--- config.mk ---
export PLATFORM = sky130hd
export DESIGN_NAME = controle_medicao_hcsr04
export DESIGN_NICKNAME = d
export VERILOG_FILES = /design/src/rtl/controle_medicao_hcsr04.sv
export SDC_FILE = /design/constraint.sdc
export NUM_CORES = 1
export LEC_CHECK = 0
export CAP_MARGIN = 25
export CORE_AREA = 4 4 85 87
export CTS_BUF_LIST = sky130_fd_sc_hd__clkbuf_4 sky130_fd_sc_hd__clkbuf_8
export DETAILED_ROUTE_END_ITERATION = 12
export DIE_AREA = 0 0 89 91
export PLACE_DENSITY = 0.87
export RECOVER_POWER = 50
export SYNTH_ARGS = -nofsm -noshare
export SYNTH_HDL_FRONTEND = slang
export SYNTH_SLANG_ARGS = --single-unit
--- constraint.sdc ---
create_clock -name clock -period 3.37 [get_ports clock]
set_input_delay 0.337 -clock clock [delete_from_list [all_inputs] [get_ports clock]]
set_output_delay 0.337 -clock clock [all_outputs]
set_load 0.02 [all_outputs]
--- src/rtl/controle_medicao_hcsr04.sv ---
`default_nettype none
// ============================================================================
// controle_medicao_hcsr04 : periodic measurement scheduler for interface_hcsr04
// Revision 1.0
// ============================================================================
module controle_medicao_hcsr04 #(
    parameter int          INTERVALO  = 50_000_000,
    parameter int          TIMEOUT    = 3_500_000,
    parameter int          MAX_FALHAS = 3,
    parameter logic [11:0] LIMIAR     = 12'h020
) (
    input  logic        clock,
    input  logic        reset,
    input  logic        ligar,
    input  logic        pronto,
    input  logic [11:0] medida,
    output logic        medir,
    output logic [11:0] medida_valida,
    output logic        nova_medida,
    output logic        erro,
    output logic        alarme,
    output logic [3:0]  db_estado
);

    localparam int IW = $clog2(INTERVALO);
    localparam int TW = $clog2(TIMEOUT);
    localparam logic [IW-1:0] FIM_INTERVALO = IW'(INTERVALO - 2);
    localparam logic [TW-1:0] FIM_TIMEOUT   = TW'(TIMEOUT - 1);
    localparam logic [3:0]    LIMITE_FALHAS = 4'(MAX_FALHAS);

    typedef enum logic [3:0] {
        INICIAL  = 4'd0,
        ESPERA   = 4'd1,
        DISPARA  = 4'd2,
        AGUARDA  = 4'd3,
        ARMAZENA = 4'd4,
        FALHA    = 4'd5
    } estado_t;

    estado_t       estado;
    estado_t       proximo;
    logic [IW-1:0] intervalo;
    logic [TW-1:0] tempo;
    logic [3:0]    falhas;
    logic [3:0]    falhas_prox;

    assign falhas_prox = (falhas == 4'hF) ? 4'hF : falhas + 4'd1;
    assign db_estado   = estado;

    always_ff @(posedge clock or negedge reset) begin
        if (!reset) begin
            estado <= INICIAL;
        end else begin
            estado <= proximo;
        end
    end

    always_comb begin
        proximo     = estado;
        medir       = 1'b0;
        nova_medida = 1'b0;
        case (estado)
            INICIAL: begin
                if (ligar) proximo = DISPARA;
            end
            ESPERA: begin
                if (!ligar) begin
                    proximo = INICIAL;
                end else if (intervalo == FIM_INTERVALO) begin
                    proximo = DISPARA;
                end
            end
            DISPARA: begin
                medir   = 1'b1;
                proximo = AGUARDA;
            end
            AGUARDA: begin
                // a response arriving on the expiry cycle still counts
                if (pronto) begin
                    proximo = ARMAZENA;
                end else if (tempo == FIM_TIMEOUT) begin
                    proximo = FALHA;
                end
            end
            ARMAZENA: begin
                nova_medida = 1'b1;
                proximo     = ESPERA;
            end
            FALHA: begin
                proximo = ESPERA;
            end
            default: begin
                proximo = INICIAL;
            end
        endcase
    end

    always_ff @(posedge clock or negedge reset) begin
        if (!reset) begin
            intervalo     <= '0;
            tempo         <= '0;
            falhas        <= 4'd0;
            medida_valida <= 12'h000;
            erro          <= 1'b0;
            alarme        <= 1'b0;
        end else begin
            if (estado == DISPARA) begin
                intervalo <= '0;
                tempo     <= '0;
            end else begin
                if (intervalo != FIM_INTERVALO) intervalo <= intervalo + IW'(1);
                if (estado == AGUARDA)          tempo     <= tempo + TW'(1);
            end
            if (estado == AGUARDA && pronto) medida_valida <= medida;
            if (estado == ARMAZENA) begin
                falhas <= 4'd0;
                erro   <= 1'b0;
                // BCD digits order the same way as binary, so a plain compare works
                alarme <= (medida_valida < LIMIAR);
            end
            if (estado == FALHA) begin
                falhas <= falhas_prox;
                if (falhas_prox >= LIMITE_FALHAS) erro <= 1'b1;
            end
        end
    end

endmodule
`default_nettype wire

---- After elaboration in Yosys (flattened, before gate mapping) ----
Index checks and enable logic that the tools add are counted.
storage, ports and cells
  bits of input ports ..................... 16
  register bits ........................... 70
operators by class
  $lt $le $gt $ge ......................... 2
  muxes and demuxes ....................... 18
  equal/unequal tests ..................... 12
  reduce and logical (&&, ||, !) cells .... 7
  add/subtract/negate cells ............... 3
operators by type and width
  kind                                                                number
  two-way mux 26 bit                                                  2
  two-way mux 22 bit                                                  2
  two-way mux 4 bit                                                   8
  adder 26 x 1 -> 26 bit (second input constant)                      1
  == test 26 bit (second input constant)                              1
  inequality test 26 bit (second input constant)                      1
  adder 22 x 1 -> 22 bit (second input constant)                      1
  == test 22 bit (second input constant)                              1
  one-hot mux 4 bit (5 select lines)                                  1
  less-than comparator 12 x 6 -> 1 bit (second input constant)        1
  == test 4 x 2 -> 1 bit (second input constant)                      2
  == test 4 x 3 -> 1 bit (second input constant)                      2
  inequality test 3 bit (second input constant)                       2
  nonzero test 2 bit                                                  3
  two-way mux 1 bit                                                   5
  adder 4 x 1 -> 4 bit (second input constant)                        1
  == test 4 x 1 -> 1 bit (second input constant)                      1
  == test 4 bit (second input constant)                               1
  greater-or-equal comparator 4 x 2 -> 1 bit (second input constant)  1
  zero test 4 bit                                                     1
  AND reduction 3 bit                                                 1
  inequality test 2 bit (second input constant)                       1
  OR reduction 2 bit                                                  1
  logical AND 1 bit                                                   1

---- Depth between registers and ports, before layout ----
Gate-level depths: netlist of run 1.
  word-level depth ........................ 5
  gate-level depth with buffers ........... 7
  mapped depth without buffers ............ 6

---- Least setup slack after synthesis of run 1 ----
No wires, ideal clock.
  path type ............................... register -> register
  from .................................... reg estado[2] (netlist: db_estado[2])
  to ...................................... reg tempo[20]
  arrival time ............................ 2.085 ns
  cell stages (with the launch flop) ...... 7
  path slack .............................. 1.207 ns
  data required time ...................... 3.292 ns
  buffers on the path ..................... 2
  library setup time ...................... 0.078 ns
  cell sequence ........................... dfrtp_1 nand2b_1 buf_2 or4_1 buf_2 or4_1 a21oi_1
on the way
  word-level cells in the longest chain between the ends .. 2
ends and longest elaborated chain
  what                                                             RTL line  source
  from (decl)                                                      40        estado_t estado;
  from (signal assigned)                                           54        estado <= proximo;
  == test 4 x 2 -> 1 bit, on equally long branches                 107, 112
  two-way mux 22 bit / nonzero test 2 bit (equally long branches)  --
  to (signal assigned)                                             112       if (estado == AGUARDA) tempo <= tempo + TW'(1);
  to (decl)                                                        43        logic [TW-1:0] tempo;
Several ways; a longest one is shown, not always the timed one.
A chain may end at the register's enable or synchronous reset.

---- Worst setup path after layout of run 1 ----
Ends and elaborated chain as after synthesis.

==> results of run 1 <==
-- worst max-delay path by stage --
stage	cells past startpoint	to	slack, ps
6_report	5	tempo[20]	770
5_1_grt	5	tempo[20]	600
4_1_cts	4	medir	890
3_5_place_dp	5	tempo[20]	1080
3_3_place_gp	5	tempo[20]	1140
2_1_floorplan	6	tempo[20]	1210
-- layout make-up --
class	count	area (sq um)
clock buffer	11	139
clock inverter	5	27.5
fill	467	2020
inverter	8	30.0
multi-input combinational	308	1950
sequential	69	1730
tap	77	96.3
timing repair buffer	39	367
-- stage by stage --
stage | setup slack (ps) | hold slack (ps) | area, sq um
3_3_place_gp | 1140 | 462 | 4170
2_1_floorplan | 1210 | 41.4 | 3800
6_report | 767 | 481 | 4330
5_1_grt | 599 | 523 | 4330
3_5_place_dp | 1080 | 466 | 4170
4_1_cts | 894 | 218 | 4340
-- routing by layer --
| metal | share of wire (%) | vias up | track usage (%) |
|---|---|---|---|
| li1 | - | 1573 | - |
| met5 | 0 | - | 0 |
| met4 | 2.5 | 0 | 10.5 |
| met2 | 47 | 125 | 32.7 |
| met3 | 7.8 | 23 | 6.61 |
| met1 | 43 | 1586 | 31.8 |
-- cells by family (layout without fill, tap and decap cells) --
logic type / after synthesis / after routing / synth area share [%]
xor gates and xnor gates: 4 / 4 / 0.923
AOI/OAI and AO/OA: 87 / 87 / 14.3
buffers and inverters: 31 / 63 / 3.23
other: 1 / 1 / 0.0988
DFF: 69 / 69 / 45.5
muxes: 24 / 24 / 6.72
and+or+nand+nor: 188 / 188 / 27.9
adders and majority gates: 4 / 4 / 1.32
-- synthesized netlist by cell type, types with 4 or more instances --
library cell,n,area (sq um)
or3_1,6,37.5
and3_1,9,56.3
and2_1,4,25.0
a21oi_1,27,135
nor4b_1,4,35.0
inv_1,8,30.0
nor3_1,8,40.0
nor2_1,11,41.3
o21ai_0,20,100
or4_1,17,128
mux2_2,12,135
dfrtp_1,69,1730
nand2_1,47,176
or2_2,7,43.8
nand3_1,28,140
ha_1,4,50.1
o31ai_1,14,105
clkbuf_1,19,71.3
nor4_1,6,37.5
o211ai_1,4,30.0
nand2b_1,4,25.0
mux2i_1,12,120
and4_1,6,52.6
nand4_1,18,113
-- critical path: cells and delay by family (launching register included) --
| family | cells | cell delay [ps] |
|---|---|---|
| buffers and inverters | 1 | 400 |
| DFF | 1 | 450 |
| AOI/OAI and AO/OA | 1 | 150 |
| and+or+nand+nor | 3 | 1530 |
-- flip-flops by register name (all words and copies together) (netlist names) --
signal         flops
intervalo         26
tempo             22
medida_valida     12
erro               1
falhas             4
db_estado          3
alarme             1
-- power by group through the flow --
| stage | clock network (mW) | registers, mW | logic [mW] |
|---|---|---|---|
| 2_1_floorplan | 0 | 1.27 | 0.556 |
| 3_3_place_gp | 0 | 1.16 | 1.05 |
| 3_5_place_dp | 0 | 1.17 | 1.09 |
| 4_1_cts | 0.591 | 1.16 | 1.09 |
| 5_1_grt | 0.633 | 1.19 | 1.19 |
| 6_report | 0.585 | 1.16 | 1.08 |
==> flow_summary.ini, run 1 <==
[run_status]
outcome = complete, but fails checks
violations = capacitance limit, slew limit

[clocking]
cts_hold_buf = 0
clk_latency_ps = 350
cts_tree = done
cts_resized = 0
clk_pin_slew_ps = 70
cts-root-buf = clkbuf_8
cts.sinks = 69
postCtsSetupBuffers = 0
numCtsBuffers = 9
clockBufferDepth = 2
htreeDepth = 3

[power]
p_int_mw = 1.76
irDropWorstVdd_mv = 0.597
p_sw_share_pct = 37.8
seqPwrFrac_pct = 41.1
powerDensity_nw_per_um2 = 651
p_comb_share_pct = 38.1
p_clk_share_pct = 20.7
switchingPower_mw = 1.07
total_power_mw = 2.82
p_leak_nw = 1.76

[die]
die_h_microns = 91
start_util_pct = 59.8
die_w_microns = 89
rows = 29
dieArea_sq_um = 8100
pin_count = 36
core_sq_um = 6350

[final_layout]
insertedDiodeCount = 0
syn_to_final_growth_pct = 14.1
final_cells = 517
nNetsFinal = 455
drive_gt1_share_pct = 9.55
layout_common_cells = dfrtp_1 (69), nand2_1 (47), clkdlybuf4s50_1 (33)
fin_util_pct = 68.2
final_common_cell = dfrtp_1

[grt]
grt_start_max_net_pins = 70
grt_usage_pct = 22.8
grt_pass1_wl_mm = 14.6
grt_pass1_vias = 3174
grt_overflow = 0
antenna_found_initial = 0

[yosys]
synth_cell_types = 53
netlist_area_sq_um = 3800
avgSynthCellArea_sq_um = 9.30
yosys_register_bits = 69
yosysSeqAreaShare_pct = 45.5
yosysWarnings = 0
synth_flop_cell = dfrtp_1
syn_nets = 428
synth-edff-count = 0
synth_cells = 408
async_flop_share_pct = 100

[routing]
drt_iter0_markers = 348
routedWlPerCell_microns = 16.4
firstDrtPassIters = 5
vias = 3307
drt-total-wl_mm = 8.49
vias_per_cell = 6.40
ant_nets = 0
drc = 0

[placement]
dpl.hpwl_mm = 5.78
port_buffers = 34
gp_congestion = 0.888
dp_cells = 501

[sta]
min_period_over_period_pct = 77.2
tns_ps = 0
post-route-min-period_ps = 2600
worst_pin_slew_ps = 1670
rsz0062_at_grt = no
hold_viol_final = 0
maxSlewViolCount = 70
fmax_ghz = 0.384
finalSetupViolations = 0
skew_ps = 14.9
timing.slew.headroom_pct = -11.0

[worst_setup_path]
worstRegToRegCells = 5
crit_type = reg2reg
worstPathCellList = nand2b_1, clkbuf_1, or4_1, or4_1, a21oi_1
required_ps = 3640
cpMostUsedCell = or4_1
max_stage_delay_ps = 800
worst-path-max-fanout = 26
crit_slowest_cell = or4_1
cp-end-kind = flop
worstPathArrival_ps = 2870
worstReg2RegEnd = tempo[20]
reg2reg_slack_ps = 770
rr_startpoint = db_estado[2]
cp-start-kind = flop
crit_path_start = db_estado[2]

[job]
cap_violations = 1

[min_path]
hold_end = alarme
hp-start = medida_valida[10]
holdPathStages = 1
hold_path.class = reg2reg
Power figures use the tool's default switching activity.
==> run 2: changes to the inputs <==
--- a/config.mk
+++ b/config.mk
@@ -6,11 +6,11 @@
 export NUM_CORES = 1
 export LEC_CHECK = 0
 export CAP_MARGIN = 25
-export CORE_AREA = 4 4 85 87
+export CORE_AREA = 4 4 86 88
 export CTS_BUF_LIST = sky130_fd_sc_hd__clkbuf_4 sky130_fd_sc_hd__clkbuf_8
 export DETAILED_ROUTE_END_ITERATION = 12
-export DIE_AREA = 0 0 89 91
-export PLACE_DENSITY = 0.87
+export DIE_AREA = 0 0 90 92
+export PLACE_DENSITY = 0.86
 export RECOVER_POWER = 50
 export SYNTH_ARGS = -nofsm -noshare
 export SYNTH_HDL_FRONTEND = slang
==> constraint.sdc (replaced) <==
create_clock -name clock -period 2.6 [get_ports clock]
set_input_delay 0.26 -clock clock [delete_from_list [all_inputs] [get_ports clock]]
set_output_delay 0.26 -clock clock [all_outputs]
set_load 0.02 [all_outputs]
==> flow_summary.ini, run 2 (same netlist as run 1, synthesis figures left out) <==
[job]
cap_violations = 1

[min_path]
hold_end = alarme
hp-start = medida_valida[8]
holdPathStages = 1
hold_path.class = reg2reg

[die]
rows = 30
die_w_microns = 90
die_h_microns = 92
pin_count = 36
dieArea_sq_um = 8280
start_util_pct = 57.1
core_sq_um = 6640

[routing]
drt-total-wl_mm = 8.49
routedWlPerCell_microns = 16.3
vias_per_cell = 6.33
firstDrtPassIters = 5
ant_nets = 0
vias = 3304
drc = 0
drt_iter0_markers = 350

[final_layout]
layout_common_cells = dfrtp_1 (69), nand2_1 (47), clkdlybuf4s50_1 (33)
insertedDiodeCount = 0
finalInstanceArea_sq_um = 4360
max_flop_register = intervalo
drive_gt1_share_pct = 9.73
nNetsFinal = 457
final_common_cell = dfrtp_1
largest_registers = intervalo: 26 flops, tempo: 22 flops, medida_valida: 12 flops
syn_to_final_growth_pct = 15.0
largest_register_ffs = 26

[worst_setup_path]
required_ps = 2340
crit_type = reg2out
worstPathArrival_ps = 2080
worstRegToRegCells = 5
worst-path-max-fanout = 11
worstReg2RegEnd = tempo[14]
cp-start-kind = flop
reg2reg_slack_ps = 300
cp-end-kind = output pin
rr_startpoint = db_estado[2]

[sta]
rsz0062_at_grt = no
fmax_ghz = 0.428
worst_pin_slew_ps = 1650
hold_viol_final = 0
min_period_over_period_pct = 89.9
post-route-min-period_ps = 2340
timing.slew.headroom_pct = -10.3
skew_ps = 10.9
finalSetupViolations = 0
tns_ps = 0
whs_ps = 465
maxSlewViolCount = 70

[power]
irDropWorstVdd_mv = 0.654
p_leak_nw = 1.77
powerDensity_nw_per_um2 = 846

[placement]
gp_congestion = 0.852
placed_area_sq_um = 4200
dpl.hpwl_mm = 5.89
port_buffers = 34

[clocking]
postCtsSetupBuffers = 0
cts-root-buf = clkbuf_8
cts_resized = 0
numCtsBuffers = 9
clk_latency_ps = 340
cts_hold_buf = 1
cts_tree = done
clockBufferDepth = 2
htreeDepth = 3
cts.sinks = 69
clk_pin_slew_ps = 80

[grt]
grt_start_max_net_pins = 70
grt_pass1_vias = 3291
grt_usage_pct = 22.3
grt_pass1_wl_mm = 15.3
antenna_found_initial = 0
grt_overflow = 0

[run_status]
outcome = complete, but fails checks
violations = capacitance limit, slew limit
[run 2: cell types whose count changed in the layout (fill, tap and decap cells not counted)]
cell | previous run | this run
clkbuf_4 | 2 | 0
buf_4 | 3 | 4
clkbuf_8 | 9 | 10
clkinv_2 | 4 | 3
clkinv_4 | 0 | 1
clkinvlp_4 | 1 | 2
dlygate4sd3_1 | 0 | 1
[run 2: worst max-delay path, stage by stage (launching register included)]
cell,delay [ps]
dfrtp_1,480
nor2b_1,200
nand2_1,80
inv_1,290
clkdlybuf4s50_1,680
[run 2: through the flow]
step	setup slack (ps)	util, %	instances	total power, mW
global placement	434	63.2	505	2.87
global route	87.0	65.7	522	3.95
CTS	226	66.0	522	3.73
floorplan	437	-	408	2.36
detailed placement	362	63.2	505	2.95
finish	262	65.7	522	3.69
[run 2: where the power goes]
| part | switching [mW] | leakage, nW | total [mW] | internal [mW] |
|---|---|---|---|---|
| Sequential | 0.219 | 0.919 | 1.51 | 1.29 |
| Clock | 0.408 | 0.0880 | 0.776 | 0.368 |
| Combinational | 0.771 | 0.759 | 1.41 | 0.636 |
[run 2: worst max-delay path by stage]
stage / startpoint / end / slack (ps) / cells after the start
2_1_floorplan: db_estado[2] / tempo[20] / 440 / 6
3_3_place_gp: tempo[0] / tempo[20] / 430 / 5
3_5_place_dp: tempo[0] / tempo[20] / 360 / 5
4_1_cts: db_estado[1] / medir / 230 / 4
5_1_grt: db_estado[1] / medir / 90 / 4
6_report: db_estado[1] / medir / 260 / 4
[run 2: routing by layer]
layer | routed length [microns] | vias up | track usage [%]
li1 | - | 1586 | -
met1 | 3770 | 1603 | 29.1
met2 | 4080 | 100 | 35.3
met3 | 510 | 15 | 6.48
met4 | 138 | 0 | 8.67
met5 | 0 | - | 0
[run 2: layout make-up]
| class | count | area, sq um |
|---|---|---|
| fill | 524 | 2280 |
| clock inverter | 6 | 38.8 |
| inverter | 8 | 30.0 |
| timing repair buffer | 41 | 384 |
| multi-input combinational | 308 | 1950 |
| sequential | 69 | 1730 |
| tap | 80 | 100 |
| clock buffer | 10 | 138 |
==> run 3: changes to the inputs <==
--- a/config.mk
+++ b/config.mk
@@ -5,12 +5,13 @@
 export SDC_FILE = /design/constraint.sdc
 export NUM_CORES = 1
 export LEC_CHECK = 0
+export ABC_AREA = 1
 export CAP_MARGIN = 25
 export CORE_AREA = 4 4 86 88
 export CTS_BUF_LIST = sky130_fd_sc_hd__clkbuf_4 sky130_fd_sc_hd__clkbuf_8
 export DETAILED_ROUTE_END_ITERATION = 12
 export DIE_AREA = 0 0 90 92
-export PLACE_DENSITY = 0.86
+export PLACE_DENSITY = 0.87
 export RECOVER_POWER = 50
 export SYNTH_ARGS = -nofsm -noshare
 export SYNTH_HDL_FRONTEND = slang
==> flow_summary.ini, run 3 <==
[run_status]
outcome = complete, but fails checks
violations = capacitance limit, slew limit

[clocking]
clk_latency_ps = 360
cts_resized = 0
clk_pin_slew_ps = 80
htreeDepth = 3
cts.sinks = 69
clockBufferDepth = 2
cts_tree = done
cts-root-buf = clkbuf_8
numCtsBuffers = 9

[routing]
drt_iter0_markers = 325
vias = 3470
routedWlPerCell_microns = 13.7
drt-total-wl_mm = 8.73
ant_nets = 0
vias_per_cell = 5.46
drc = 0
firstDrtPassIters = 5

[sta]
maxSlewViolCount = 30
hold_viol_final = 0
fmax_ghz = 0.441
min_period_over_period_pct = 87.3
finalSetupViolations = 0
timing.slew.headroom_pct = -10.4
tns_ps = 0
post-route-min-period_ps = 2270
worst_pin_slew_ps = 1660
skew_ps = 5.79
rsz0062_at_grt = no

[yosys]
yosysSeqAreaShare_pct = 44.4
synth_cell_types = 34
async_flop_share_pct = 100
synth_flop_cell = dfrtp_1
synth_cells = 509
netlist_area_sq_um = 3890
yosysWarnings = 0
yosysMostFrequentCell = nand2_1
synthTopCellsByArea = dfrtp_1 (44%), nand2_1 (12%), nor2_1 (8.3%)
yosys_register_bits = 69
synth_common_cells = nand2_1 (126), nor2_1 (86), dfrtp_1 (69), inv_1 (59), nand3_1 (30)
synth_top_area_cell = dfrtp_1
synth-edff-count = 0
avgSynthCellArea_sq_um = 7.64
syn_nets = 529
synth.top_cell.area_share_pct = 44.4

[min_path]
holdPathStages = 2
hold_path.class = reg2reg
hp-start = alarme
hold_end = alarme

[die]
start_util_pct = 58.5
rows = 30
core_sq_um = 6640
dieArea_sq_um = 8280
die_w_microns = 90
die_h_microns = 92
pin_count = 36

[placement]
gp_congestion = 0.940
port_buffers = 34
dpl.hpwl_mm = 6.35
placed_area_sq_um = 4310

[grt]
grt_overflow = 0
antenna_found_initial = 0
grt_pass1_vias = 3397
grt_pass1_wl_mm = 15.2
grt_usage_pct = 22.8
grt_start_max_net_pins = 41

[power]
p_clk_share_pct = 23.8
switchingPower_mw = 1.46
irDropWorstVdd_mv = 0.719
seqPwrFrac_pct = 38.3
p_sw_share_pct = 38.1
powerDensity_nw_per_um2 = 853
p_comb_share_pct = 37.9
p_int_mw = 2.38
p_leak_nw = 2.11

[worst_setup_path]
crit_type = reg2reg
max_stage_delay_ps = 460
worstPathCellList = inv_1, nor2_4, clkbuf_1, nand2_1, inv_6, nand2_4, mux2_4
cp-end-kind = flop
cp-start-kind = flop
crit_slowest_cell = clkbuf_1
worstReg2RegEnd = medida_valida[2]
reg2reg_slack_ps = 330
required_ps = 2840
worstPathArrival_ps = 2510
worstSetupPathDepth = 7
cp_top_family = buffers and inverters
critical_path_buf_inv_count = 3
worstRegToRegCells = 7
worst-path-max-fanout = 12
rr_startpoint = db_estado[1]

[final_layout]
max_flop_register = intervalo
insertedDiodeCount = 0
syn_to_final_growth_pct = 16.0
nNetsFinal = 571
layout_common_cells = nand2_1 (127), nor2_1 (86), dfrtp_1 (69)
finalInstanceArea_sq_um = 4510
drive_gt1_share_pct = 7.19
largest_register_ffs = 26
largest_registers = intervalo: 26 flops, tempo: 22 flops, medida_valida: 12 flops
final_common_cell = nand2_1

[job]
cap_violations = 1
## run 3: changes by cell type in the layout (fill, tap and decap cells not counted), sizes merged, moves of 13 or more
cell,previous run,this run
nor2,11,88
inv,8,62
o31ai,14,1
or4,17,0
nand2,47,128
nor3,8,29
## run 3: layout make-up
cell class              instances  area [sq um]
inverters                      62           238
fillers                       521          2130
repair buffers                 40           387
well taps                      80           100
clock buffers                  11           145
clock inverters                 5          60.1
multi-input cells             369          1850
flip-flops and latches         69          1730
## run 3: stage by stage
step           power (mW)  utilization, %  hold WS [ps]  instances  worst slack (ps)
6_report             3.85            67.9           496        636               330
5_1_grt              4.07            67.9           498        636               197
4_1_cts              3.91            68.1           496        636               449
3_5_place_dp         2.98            64.9           346        619               845
3_3_place_gp         2.93            64.9           338        619               867
2_1_floorplan        2.45               -         -35.6        509              1070
## run 3: worst max path at each step
stage / end / startpoint
floorplan: medida_valida[10] / db_estado[1]
global placement: nova_medida / db_estado[0]
detailed placement: nova_medida / db_estado[0]
CTS: nova_medida / db_estado[0]
global route: medida_valida[3] / db_estado[1]
finish: medida_valida[2] / db_estado[1]
## run 3: power groups by stage
stage	registers, mW	clock network, mW	logic (mW)
2_1_floorplan	1.62	0	0.830
3_3_place_gp	1.48	0	1.45
3_5_place_dp	1.49	0	1.49
4_1_cts	1.48	0.936	1.50
5_1_grt	1.50	0.980	1.59
6_report	1.47	0.914	1.46
## run 3: kinds of logic (layout without fill, tap and decap cells)
kind of cell,Yosys count,count (layout),synth area share [%]
AOI/OAI and AO/OA,50,50,7.08
other,1,1,0.0965
DFF,69,69,44.4
buffers and inverters,71,118,7.69
adders and majority gates,4,4,1.29
xor gates and xnor gates,11,11,2.48
and+or+nand+nor,291,291,32.5
muxes,12,12,4.44
## run 3: timing repair
item / 4_1_cts / 5_1_grt
hold endpoints to repair: 29 / 0
hold buffers: 1 / 0
buffers inserted: 0 / 0
## run 3: routing by layer
layer,share of wire (%),GRT usage (%)
met1,44,27.4
met2,49,39.1
met3,4.5,5.33
met4,2.6,9.95
met5,0,0
## run 3: worst reg2reg max path: stages, from the launching register on
cell and delay [ps]:
dfrtp_1 450, inv_1 120, nor2_4 110, clkbuf_1 460, nand2_1 350, inv_6 170
nand2_4 160, mux2_4 340
